**src/rtl/display_scan_controller.sv**
```systemverilog
// Time-multiplexed scan controller for common-anode seven-segment digits sharing one decoder.
// The displayed value is double-buffered and swapped only at frame boundaries (or while idle).
module display_scan_controller #(
    parameter int DIGITS       = 4,
    parameter int REFRESH_DIV  = 50000,
    parameter int BLANK_CYCLES = 2,
    parameter int LZ_SUPPRESS  = 0
) (
    input  logic                                          clk,
    input  logic                                          rst_n,
    input  logic                                          enable,
    input  logic                                          load,
    input  logic [4*DIGITS-1:0]                           value,
    output logic [3:0]                                    nibble,
    output logic [DIGITS-1:0]                             anode,
    output logic [((DIGITS > 1) ? $clog2(DIGITS) : 1)-1:0] digitIdx,
    output logic                                          frameDone,
    output logic                                          pending
);
    localparam int IDX_W = (DIGITS > 1) ? $clog2(DIGITS) : 1;
    localparam int MAX_C = (REFRESH_DIV > BLANK_CYCLES) ? REFRESH_DIV : BLANK_CYCLES;
    localparam int CNT_W = $clog2(MAX_C + 1);

    localparam logic [IDX_W-1:0] LAST_IDX   = IDX_W'(DIGITS - 1);
    localparam logic [IDX_W-1:0] IDX_ONE    = IDX_W'(1);
    localparam logic [CNT_W-1:0] CNT_ONE    = CNT_W'(1);
    localparam logic [CNT_W-1:0] BLANK_LOAD = CNT_W'(BLANK_CYCLES - 1);
    localparam logic [CNT_W-1:0] SHOW_LOAD  = CNT_W'(REFRESH_DIV - 1);

    typedef enum logic [1:0] {
        S_IDLE  = 2'd0,
        S_BLANK = 2'd1,
        S_SHOW  = 2'd2
    } state_t;

    state_t              r_state;
    state_t              w_state_nxt;
    logic [CNT_W-1:0]    r_cnt;
    logic [CNT_W-1:0]    w_cnt_nxt;
    logic [IDX_W-1:0]    r_idx;
    logic [IDX_W-1:0]    w_idx_nxt;
    logic [4*DIGITS-1:0] r_shadow;
    logic [4*DIGITS-1:0] w_shadow_nxt;
    logic [4*DIGITS-1:0] r_active;
    logic [4*DIGITS-1:0] w_active_nxt;
    logic                r_pending;
    logic                w_pending_nxt;
    logic [3:0]          r_nibble;
    logic [3:0]          w_nibble_nxt;
    logic [DIGITS-1:0]   r_anode;
    logic [DIGITS-1:0]   w_anode_nxt;
    logic [DIGITS-1:0]   w_sig;
    logic                r_frame_done;
    logic                w_frame_done_nxt;
    logic                w_boundary;
    logic                w_commit;

    function automatic logic [3:0] digit_sel(input logic [4*DIGITS-1:0] v,
                                             input logic [IDX_W-1:0]    idx);
        logic [4*DIGITS-1:0] shifted;
        shifted = v >> {idx, 2'b00};
        return shifted[3:0];
    endfunction

    // Bit i set when digit i or any more-significant digit is non-zero; digit 0 always set.
    function automatic logic [DIGITS-1:0] significant(input logic [4*DIGITS-1:0] v);
        logic [DIGITS-1:0] sig;
        logic              seen;
        seen = 1'b0;
        sig  = '0;
        for (int i = DIGITS - 1; i >= 0; i--) begin
            seen   = seen | (v[4*i +: 4] != 4'h0);
            sig[i] = seen;
        end
        sig[0] = 1'b1;
        return sig;
    endfunction

    // Double buffer: a load coinciding with a commit goes straight to the active value.
    always_comb begin
        w_boundary    = enable && (r_state == S_SHOW) && (r_cnt == '0) && (r_idx == LAST_IDX);
        w_commit      = ((r_state == S_IDLE) && r_pending) || w_boundary;
        w_shadow_nxt  = load ? value : r_shadow;
        w_active_nxt  = r_active;
        w_pending_nxt = r_pending;
        if (w_commit) begin
            w_active_nxt  = load ? value : r_shadow;
            w_pending_nxt = 1'b0;
        end else if (load) begin
            w_pending_nxt = 1'b1;
        end
    end

    // The counter is reloaded on every state entry and counts down to zero.
    always_comb begin
        w_state_nxt = r_state;
        w_cnt_nxt   = r_cnt;
        w_idx_nxt   = r_idx;
        if (!enable) begin
            w_state_nxt = S_IDLE;
            w_cnt_nxt   = '0;
            w_idx_nxt   = '0;
        end else begin
            case (r_state)
                S_IDLE: begin
                    w_state_nxt = S_BLANK;
                    w_cnt_nxt   = BLANK_LOAD;
                    w_idx_nxt   = '0;
                end
                S_BLANK: begin
                    if (r_cnt == '0) begin
                        w_state_nxt = S_SHOW;
                        w_cnt_nxt   = SHOW_LOAD;
                    end else begin
                        w_cnt_nxt = r_cnt - CNT_ONE;
                    end
                end
                S_SHOW: begin
                    if (r_cnt == '0) begin
                        w_state_nxt = S_BLANK;
                        w_cnt_nxt   = BLANK_LOAD;
                        w_idx_nxt   = (r_idx == LAST_IDX) ? '0 : (r_idx + IDX_ONE);
                    end else begin
                        w_cnt_nxt = r_cnt - CNT_ONE;
                    end
                end
                default: begin
                    w_state_nxt = S_IDLE;
                    w_cnt_nxt   = '0;
                    w_idx_nxt   = '0;
                end
            endcase
        end
    end

    // Outputs are derived from next-state values so they register together with the state.
    always_comb begin
        w_sig        = significant(w_active_nxt);
        w_nibble_nxt = digit_sel(w_active_nxt, w_idx_nxt);
        w_anode_nxt  = '1;
        if ((w_state_nxt == S_SHOW) && ((LZ_SUPPRESS == 0) || w_sig[w_idx_nxt])) begin
            w_anode_nxt[w_idx_nxt] = 1'b0;
        end
        w_frame_done_nxt = (w_state_nxt == S_SHOW) && (w_cnt_nxt == '0) && (w_idx_nxt == LAST_IDX);
    end

    always_ff @(posedge clk or negedge rst_n) begin
        if (!rst_n) begin
            r_state      <= S_IDLE;
            r_cnt        <= '0;
            r_idx        <= '0;
            r_shadow     <= '0;
            r_active     <= '0;
            r_pending    <= 1'b0;
            r_nibble     <= 4'h0;
            r_anode      <= '1;
            r_frame_done <= 1'b0;
        end else begin
            r_state      <= w_state_nxt;
            r_cnt        <= w_cnt_nxt;
            r_idx        <= w_idx_nxt;
            r_shadow     <= w_shadow_nxt;
            r_active     <= w_active_nxt;
            r_pending    <= w_pending_nxt;
            r_nibble     <= w_nibble_nxt;
            r_anode      <= w_anode_nxt;
            r_frame_done <= w_frame_done_nxt;
        end
    end

    assign nibble    = r_nibble;
    assign anode     = r_anode;
    assign digitIdx  = r_idx;
    assign frameDone = r_frame_done;
    assign pending   = r_pending;

endmodule
```
**config.mk**
```make
export PLATFORM = sky130hd
export DESIGN_NAME = display_scan_controller
export DESIGN_NICKNAME = d
export VERILOG_FILES = /design/src/rtl/display_scan_controller.sv
export SDC_FILE = /design/constraint.sdc
export NUM_CORES = 1
export LEC_CHECK = 0
export ABC_AREA = 1
export BUFFER_PORTS_ARGS = -buffer_cell sky130_fd_sc_hd__clkbuf_2
export CORE_ASPECT_RATIO = 2
export CORE_MARGIN = 1
export CORE_UTILIZATION = 30
export CTS_CLUSTER_SIZE = 16
export DETAILED_ROUTE_END_ITERATION = 10
export GPL_ROUTABILITY_DRIVEN = 0
export PLACE_DENSITY_LB_ADDON = 0.3
export SKIP_LAST_GASP = 1
export SYNTH_ARGS = -nofsm -noshare
export SYNTH_HDL_FRONTEND = slang
export SYNTH_SLANG_ARGS = --single-unit
```
**constraint.sdc**
```tcl
create_clock -name clk -period 2 [get_ports clk]
set_input_delay 0 -clock clk [delete_from_list [all_inputs] [get_ports clk]]
set_output_delay 0 -clock clk [all_outputs]
set_load 0.01 [all_outputs]
```
==> results of run 1 <==
-- per-stage QoR --
stage / total power, W / cells / setup WS [ns] / utilization, %
after global placement: 0.00531 / 565 / 0.0392 / 34.5
after global routing: 0.00782 / 586 / -0.0235 / 38.4
final: 0.00721 / 586 / 0.131 / 38.4
after detailed placement: 0.00536 / 565 / 0.0323 / 34.5
after floorplan: 0.00448 / 390 / 0.240 / -
after CTS: 0.00710 / 585 / 0.0285 / 38.0
-- cells in the mapped netlist (4+ instances only) --
| cell | instances |
|---|---|
| nand3b_1 | 17 |
| nand2_1 | 85 |
| and2_1 | 16 |
| dfstp_2 | 4 |
| ha_1 | 6 |
| nor2_1 | 35 |
| a21oi_1 | 5 |
| nand2_2 | 8 |
| o21ai_0 | 18 |
| nor2_4 | 4 |
| dfrtp_1 | 58 |
| nand3_1 | 36 |
| inv_1 | 56 |
| xor2_1 | 4 |
| or2_2 | 16 |
-- power by group --
| group | switching, W | internal [W] |
|---|---|---|
| logic | 0.00228 | 0.00137 |
| registers | 0.000228 | 0.00166 |
| clock network | 0.000589 | 0.00109 |
| total | 0.00309 | 0.00412 |
-- metal layers --
| metal | vias to the layer above | wire length, um |
|---|---|---|
| met3 | 24 | 196 |
| met2 | 49 | 4430 |
| met5 | - | 0 |
| met1 | 1220 | 2970 |
| met4 | 0 | 290 |
| li1 | 1319 | - |
-- worst max path at each step --
stage | slack (ns) | to | cells after the start | start
after floorplan | 0.24 | nibble[0]$_DFF_PN0_ | 14 | r_cnt[0]$_DFF_PN0_
after global routing | -0.02 | nibble[3]$_DFF_PN0_ | 12 | r_cnt[9]$_DFF_PN0_
final | 0.13 | nibble[3]$_DFF_PN0_ | 11 | r_cnt[3]$_DFF_PN0_
after detailed placement | 0.03 | nibble[3]$_DFF_PN0_ | 12 | r_cnt[9]$_DFF_PN0_
after global placement | 0.04 | nibble[3]$_DFF_PN0_ | 12 | r_cnt[9]$_DFF_PN0_
after CTS | 0.03 | nibble[3]$_DFF_PN0_ | 12 | r_cnt[9]$_DFF_PN0_
-- area by class of cell --
class / instances / area, um^2 / area share (%)
clock inverter: 7 / 98.8 / 2.47
sequential: 62 / 1560 / 39.0
clock buffer: 9 / 225 / 5.64
timing repair buffer: 50 / 320 / 8.02
multi-input combinational: 262 / 1400 / 35.1
tap: 137 / 171 / 4.29
inverter: 59 / 221 / 5.54
-- flip-flops by register name, indices dropped and copies added, names as in the netlist --
| signal | flops |
|---|---|
| r_state | 2 |
| r_active | 16 |
| nibble | 4 |
| pending | 1 |
| r_shadow | 16 |
| r_cnt | 16 |
| frameDone | 1 |
| digitIdx | 2 |
| anode | 4 |
-- critical path, cell delays in order, from the launching register on --
cell and delay, ns:
dfrtp_1 0.47, nor2_4 0.16, nand2_2 0.09, nor2_4 0.15, nand2_4 0.10, inv_2 0.10, nand3_1 0.07, nand2_1 0.09
nand2_1 0.20, inv_2 0.19, nand2_1 0.11, nand2_1 0.07
-- kinds of logic (layout without fill, tap and decap cells) --
family,after synthesis,after routing
flops,62,62
fa+ha+maj,6,6
simple gates,224,224
xor+xnor,7,7
compound gates,25,25
buf+inv,66,125
-- what timing repair did --
item,CTS,global route
setup buffers,0,1
hold endpoints to repair,65,0
gates resized for setup,0,8
hold buffers,4,0
setup endpoints to repair,0,6
==> out/metrics.yaml, run 1 <==
outcome:
  status: "finished, final reports clean"
pwr:
  leakage_nw: 2.04
  p_per_area_nw_per_um2: 1810
  ir_drop_mv: 0.742
place:
  post_dp_cell_area_um2: 3590
  io_buffers: 31
  place_hpwl_um: 5870
yosys:
  ys_types: 25
  synth_xor_xnor_area_share_pct: 1.92
  synth_area_per_cell_um2: 8.19
  yosysSeqAreaShare_pct: 48.7
  synth-adder-area-share_pct: 2.35
  synth_top_area_cell: "dfrtp_1"
  synth_top_area_share_pct: 45.4
  synthTopCellsByArea: "dfrtp_1 (45%), nand2_1 (10%), inv_1 (6.6%)"
  synth-edff-count: 0
  ys_ff_latch: 62
  synth_ff_type: "dfrtp_1"
  synth-compound-area-share_pct: 4.03
  synthSimpleGateAreaFrac_pct: 34.5
  async_flop_share_pct: 100
  synth_area_um2: 3200
  synth_warnings: 0
  synth_nets: 416
  synth_top_family_by_area: "simple AND/OR/NAND/NOR gates"
  synthMuxAreaShare_pct: 0
  synthCells: 390
final_layout:
  most-common-layout-cells: "nand2_1 (85), dfrtp_1 (58), inv_1 (56), nand3_1 (36), nor2_1 (32)"
  drive_above_1_share_pct: 23.6
  antenna_cells: 0
  nets: 470
  n_fill_cell: 1084
  final_common_cell: "nand2_1"
  finalInstanceArea_um2: 4000
  area_growth_pct: 25.0
critical_path:
  worstReg2RegStart: "r_cnt[3]$_DFF_PN0_"
  worstRegToRegCells: 11
  r2r_end: "nibble[3]$_DFF_PN0_"
  end_kind: "register"
  reg2reg_slack_ns: 0.13
  worst_ep_arrival_time_ns: 2.15
  crit_required_ns: 2.28
  cp-start-kind: "register"
  path_max_fanout: 7
  crit_type: "register to register"
global_routing:
  grt_max_degree: 63
  grt_pass1_wl_um: 13200
  grt_pass1_vias: 2836
  met1_usage_pct: 16.8
  grt_busiest_layer: "met2"
  grt_use_met3_pct: 3.41
  overflow: 0
  globalRouteTotalUtil_pct: 16.1
  gr-usage-met2_pct: 29.1
  antenna_found_initial: 0
hold_path:
  hold_path_startpoint: "value[6]"
  min_path_type: "input pin to register"
  hold_end: "r_shadow[6]$_DFF_PN0_"
  min_path_cells: 4
clock_tree:
  root_buffer: "clkbuf_16"
  clockBufferDepth: 2
  h-tree-depth: 3
  clock-sinks: 62
  clk_latency_ns: 0.34
  cts_buffers: 9
  cts_tree: "done"
  path_clk_slew_ns: 0.06
drt:
  route.vias.total: 2612
  viasPerCell: 4.46
  drtIter0Drc: 113
  drt_wl_total_um: 7890
  wire_per_inst_um: 13.5
  dr.pass1.iters: 4
  drc: 0
  detail-route-antenna-nets: 0
timing:
  final_max_slew_viol_count: 0
  fin_skew_ns: 0.00595
  relSlewSlack_pct: 76.1
  rsz0062_at_grt: "yes"
  period_share_pct: 93.5
  tns_ns: 0
  worst_pin_slew_ns: 0.357
  post-route-min-period_ns: 1.87
  holdWs_ns: 0.00883
  fmax_mhz: 535
  finalSetupViolCount: 0
  finalHoldViolCount: 0
die:
  fp.dieW_um: 75.0
  ios: 32
  num_rows: 53
  chipHeight_um: 148
  fp.dieArea_um2: 11100
  core_um2: 10400
  floorplan.initialDensity_pct: 30.7
run:
  maxCapViolCount: 0
(Power assumes the default switching activity.)
==> run 2, diff against run 1 <==
==> constraint.sdc (replaced) <==
create_clock -name clk -period 2.36 [get_ports clk]
set_input_delay 0.354 -clock clk [delete_from_list [all_inputs] [get_ports clk]]
set_output_delay 0.354 -clock clk [all_outputs]
set_load 0.01 [all_outputs]
==> out/metrics.yaml, run 2 (synthesis gave the netlist of run 1 again) <==
outcome:
  status: "finished, final reports clean"
final_layout:
  final_common_cell: "nand2_1"
  nets: 456  # -3.0%
  reg_top3: "r_active (16), r_cnt (16), r_shadow (16)"
  area_growth_pct: 19.9
  most-common-layout-cells: "nand2_1 (85), dfrtp_1 (58), inv_1 (56), nand3_1 (36), nor2_1 (35)"
  n_fill_cell: 1106  # +2.0%
  drive_above_1_share_pct: 20.5  # -3.1 points
  antenna_cells: 0  # unchanged
pwr:
  p_per_area_nw_per_um2: 1500  # -17%
  leakage_nw: 1.96  # -4.0%
  ir_drop_mv: 0.568  # -23%
  power_w: 0.00575  # -20%
global_routing:
  grt_pass1_wl_um: 12600  # -4.0%
  overflow: 0  # unchanged
  grt_pass1_vias: 2706  # -4.6%
  grt_max_degree: 39  # -38%
  antenna_found_initial: 0  # unchanged
  globalRouteTotalUtil_pct: 15.4  # -0.70 points
run:
  maxCapViolCount: 0  # unchanged
timing:
  finalSetupViolCount: 0  # unchanged
  tns_ns: 0  # unchanged
  worst_pin_slew_ns: 0.647  # +0.290 ns
  period_share_pct: 89.7  # -3.7 points
  finalHoldViolCount: 0  # unchanged
  relSlewSlack_pct: 56.8  # -19 points
  fin_skew_ns: 0.00598  # +0.0000255 ns
  worst_slack_ns: 0.242  # +0.112 ns
  rsz0062_at_grt: "no"
  fmax_mhz: 472  # -12%
  final_max_slew_viol_count: 0  # unchanged
  post-route-min-period_ns: 2.12  # +0.248 ns
drt:
  route.vias.total: 2564  # -1.8%
  dr.pass1.iters: 4  # unchanged
  drt_wl_total_um: 7620  # -3.4%
  wire_per_inst_um: 13.3  # -1.0%
  viasPerCell: 4.48  # +0.56%
  detail-route-antenna-nets: 0  # unchanged
  drtIter0Drc: 93  # -18%
  drc: 0  # unchanged
clock_tree:
  clock-sinks: 62  # unchanged
  path_clk_slew_ns: 0.05  # about the same
  postCtsSetupBuffers: 0  # unchanged
  cts_resized: 0  # unchanged
  h-tree-depth: 3  # unchanged
  root_buffer: "clkbuf_16"
  ctsHoldBuffers: 0  # -4
  clockBufferDepth: 2  # unchanged
  cts_tree: "done"
  cts_buffers: 9  # unchanged
  clk_latency_ns: 0.32  # -0.02 ns
die:
  core_um2: 10400  # unchanged
  ios: 32  # unchanged
  fp.dieArea_um2: 11100  # unchanged
  num_rows: 53  # unchanged
  floorplan.initialDensity_pct: 30.7  # unchanged
  fp.dieW_um: 75.0  # unchanged
  chipHeight_um: 148  # unchanged
critical_path:
  path_max_fanout: 12  # +5
  crit_required_ns: 2.57  # +0.29 ns
  worst_ep_arrival_time_ns: 2.33  # +0.18 ns
  end_kind: "register"
  crit_type: "register to register"
  cp-start-kind: "register"
place:
  place_hpwl_um: 5790  # -1.3%
  io_buffers: 31  # unchanged
  pre_cts_slack_ns: 0.219  # +0.187 ns
hold_path:
  min_path_type: "input pin to asynchronous set/reset pin"
[run 2: cell count changes in the layout (fill, tap and decap cells not counted), sizes merged]
cell,delta
buf,-10
clkbuf,+6
clkinv,-4
dlygate4sd3,-4
bufinv,-1
clkinvlp,-1
[run 2: layout make-up]
type	count	area, um^2	area share, %
clock inverters	1	30.0	0.784
repair buffers	36	205	5.36
flip-flops and latches	62	1560	40.6
multi-input cells	262	1370	35.7
well taps	137	171	4.48
clock buffers	15	278	7.25
inverters	59	221	5.78
[run 2: metrics by stage]
step                area (um^2)  util [%]  instances  hold WS [ns]
floorplan                  3200         -        390        0.0584
global placement           3520      33.8        556         0.414
detailed placement         3520      33.8        556         0.408
CTS                        3830      36.8        572        0.0586
global route               3830      36.8        572        0.0913
finish                     3830      36.8        572        0.0463
[run 2: path summary, 6_finish.rpt]
check	startpoint	endpoint	slack [ns]	depth (start not counted)
worst min register to register	r_shadow[5]$_DFF_PN0_	r_shadow[5]$_DFF_PN0_	0.49	2
worst min-delay path	rst_n	r_shadow[2]$_DFF_PN0_	0.05	1
worst max-delay path	r_cnt[0]$_DFF_PN0_	nibble[3]$_DFF_PN0_	0.24	13
min in group clk	value[5]	r_shadow[5]$_DFF_PN0_	0.37	4
max in group asynchronous	rst_n	r_cnt[1]$_DFF_PN0_	1.68	2
worst max register to register	r_cnt[0]$_DFF_PN0_	nibble[3]$_DFF_PN0_	0.24	13
[run 2: layer usage]
layer	track usage [%]	routed length [um]
met3	3.34	222
met5	0	0
met2	28.5	4350
met4	7.08	207
met1	15.7	2840
[run 2: worst max-delay path, cell delays in order, from the launching register on]
cell,delay [ns]
dfrtp_1,0.37
inv_1,0.08
ha_1,0.24
nand2_2,0.13
nor2_4,0.15
nand2_2,0.18
nand2_2,0.11
nand2_2,0.06
nor2_4,0.27
inv_2,0.17
nand3_1,0.10
nand2_1,0.05
nand2_1,0.07
nand2_1,0.05
[run 2: power breakdown]
part           switching, W  internal, W
clock              0.000441     0.000904
combinational       0.00180      0.00101
sequential         0.000189      0.00140
total               0.00243      0.00332
==> run 3, diff against run 2 <==
- GPL_TIMING_DRIVEN: default -> 0
==> out/metrics.yaml, run 3 (synthesis gave the netlist of run 1 again) <==
pwr:
  net-switching-power_w: 0.00247  # +1.5%
  p_comb_share_pct: 50.3  # +1.4 points
  p_int_w: 0.00325  # -1.9%
  p_per_area_nw_per_um2: 1500  # about the same
  pwr-share-seq_pct: 27.8  # about the same
  p_clk_share_pct: 21.9  # -1.5 points
  ir_drop_mv: 0.601  # +5.9%
  power_w: 0.00572  # -0.43%
  p_sw_share_pct: 43.1  # +0.82 points
  leakage_nw: 1.95  # -0.60%
critical_path:
  crit_type: "register to register"
  crit_required_ns: 2.58  # about the same
  crit_cells: 14  # +1
  critPathMaxStageDelay_ns: 0.38  # about the same
  worstReg2RegStart: "r_cnt[0]$_DFF_PN0_"
  cp-start-kind: "register"
  r2r_end: "nibble[2]$_DFF_PN0_"
  path_delay_family: "simple AND/OR/NAND/NOR gates"
  cp_cell_sequence: "inv_1, ha_1, nand2_2, nor2_4, nand2_2, nor2_2, nand2_2, nand2_4, buf_6, nand2_1, nand3_1, nand2_1, nand2_1, nand2_1"
  cp-startpoint: "r_cnt[0]$_DFF_PN0_"
  worst_ep_arrival_time_ns: 2.32  # about the same
  reg2reg_slack_ns: 0.25  # about the same
  path_max_fanout: 10  # -2
  critPathSlowestCell: "dfrtp_1"
  cp_common_cell: "nand2_1"
  endpoint: "nibble[2]$_DFF_PN0_"
  cp.buffers_inverters: 2  # unchanged
  end_kind: "register"
  worstRegToRegCells: 14  # +1
drt:
  viasPerCell: 4.47  # -0.39%
  drtIter0Drc: 101  # +8.6%
  route.vias.total: 2563  # -0.039%
  dr.pass1.iters: 4  # unchanged
  drc: 0  # unchanged
  wire_per_inst_um: 12.9  # -3.4%
  drt_wl_total_um: 7390  # -3.0%
  detail-route-antenna-nets: 0  # unchanged
final_layout:
  reg_top3: "r_active (16), r_cnt (16), r_shadow (16)"
  nets: 458  # +0.44%
  final_common_cell: "nand2_1"
  drive_above_1_share_pct: 20.6  # +0.14 points
  finalInstanceArea_um2: 3810  # -0.46%
  area_growth_pct: 19.3
  antenna_cells: 0  # unchanged
  most-common-layout-cells: "nand2_1 (85), dfrtp_1 (58), inv_1 (56), nand3_1 (36), nor2_1 (35)"
die:
  fp.dieArea_um2: 11100  # unchanged
  core_um2: 10400  # unchanged
  num_rows: 53  # unchanged
  floorplan.initialDensity_pct: 30.7  # unchanged
  fp.dieW_um: 75.0  # unchanged
  chipHeight_um: 148  # unchanged
  ios: 32  # unchanged
clock_tree:
  root_buffer: "clkbuf_16"
  h-tree-depth: 3  # unchanged
  path_clk_slew_ns: 0.05  # about the same
  cts_buffers: 9  # unchanged
  clk_latency_ns: 0.33  # about the same
  clockBufferDepth: 2  # unchanged
  clock-sinks: 62  # unchanged
  cts_tree: "done"
  postCtsSetupBuffers: 0  # unchanged
  cts_resized: 0  # unchanged
  ctsHoldBuffers: 0  # unchanged
timing:
  worst_slack_ns: 0.253  # +0.0100 ns
  finalHoldViolCount: 0  # unchanged
  tns_ns: 0  # unchanged
  rsz0062_at_grt: "no"
  final_max_slew_viol_count: 0  # unchanged
  relSlewSlack_pct: 43.1  # -14 points
  period_share_pct: 89.3  # -0.43 points
  post-route-min-period_ns: 2.11  # -0.0100 ns
  worst_pin_slew_ns: 0.854  # +0.206 ns
  fin_skew_ns: 0.00506  # -0.000915 ns
  finalSetupViolCount: 0  # unchanged
  fmax_mhz: 474  # +0.48%
global_routing:
  overflow: 0  # unchanged
  grt_pass1_wl_um: 12300  # -2.8%
  globalRouteTotalUtil_pct: 15.1  # -0.33 points
  antenna_found_initial: 0  # unchanged
  grt_max_degree: 63  # +62%
  grt_pass1_vias: 2684  # -0.81%
run:
  maxCapViolCount: 0  # unchanged
place:
  post_dp_cell_area_um2: 3520  # about the same
  pre_cts_slack_ns: 0.238  # +0.0189 ns
  place_hpwl_um: 5730  # -1.1%
  io_buffers: 31  # unchanged
outcome:
  status: "finished, final reports clean"
hold_path:
  min_path_type: "input pin to asynchronous set/reset pin"
-- run 3: final cells by class --
class	instances	area, um^2
Clock inverter	3	17.5
Timing Repair Buffer	31	158
Fill cell	1113	6600
Tap cell	137	171
Multi-Input combinational cell	262	1370
Buffer	7	50.0
Clock buffer	13	270
Sequential cell	62	1560
Inverter	59	221
-- run 3: through the flow --
step	std cells	hold slack [ns]	utilization [%]
after floorplan	390	0.0584	-
after global placement	558	0.480	33.8
after detailed placement	558	0.483	33.9
after CTS	574	0.200	36.6
after global routing	574	0.253	36.6
final	574	0.159	36.6
-- run 3: routing by layer --
metal	vias up	routed length (um)	GRT usage, %
li1	1291	-	-
met1	1211	2630	15.0
met2	43	4370	28.5
met3	18	165	2.25
met4	0	223	7.64
met5	-	0	0
-- run 3: power by group through the flow --
stage | Sequential [W] | Combinational [W] | Clock, W
after global routing | 0.00163 | 0.00329 | 0.00132
after global placement | 0.00160 | 0.00287 | 0
after floorplan | 0.00157 | 0.00223 | 0
after CTS | 0.00160 | 0.00292 | 0.00129
final | 0.00159 | 0.00288 | 0.00125
after detailed placement | 0.00161 | 0.00290 | 0
-- run 3: worst reg2reg max path: stages, from the launching register on --
cell and delay (ns):
dfrtp_1 0.38, inv_1 0.07, ha_1 0.24, nand2_2 0.15
nor2_4 0.16, nand2_2 0.08, nor2_2 0.10, nand2_2 0.14
nand2_4 0.15, buf_6 0.15, nand2_1 0.07, nand3_1 0.08
nand2_1 0.10, nand2_1 0.08, nand2_1 0.06
-- run 3: worst min-delay path by stage --
| stage | from | endpoint | depth (start not counted) |
|---|---|---|---|
| floorplan | rst_n | digitIdx[0]$_DFF_PN0_ | 0 |
| global placement | r_shadow[7]$_DFF_PN0_ | r_shadow[7]$_DFF_PN0_ | 2 |
| detailed placement | r_shadow[0]$_DFF_PN0_ | r_shadow[0]$_DFF_PN0_ | 2 |
| CTS | rst_n | r_shadow[2]$_DFF_PN0_ | 1 |
| global route | rst_n | r_shadow[7]$_DFF_PN0_ | 1 |
| finish | rst_n | r_shadow[2]$_DFF_PN0_ | 1 |
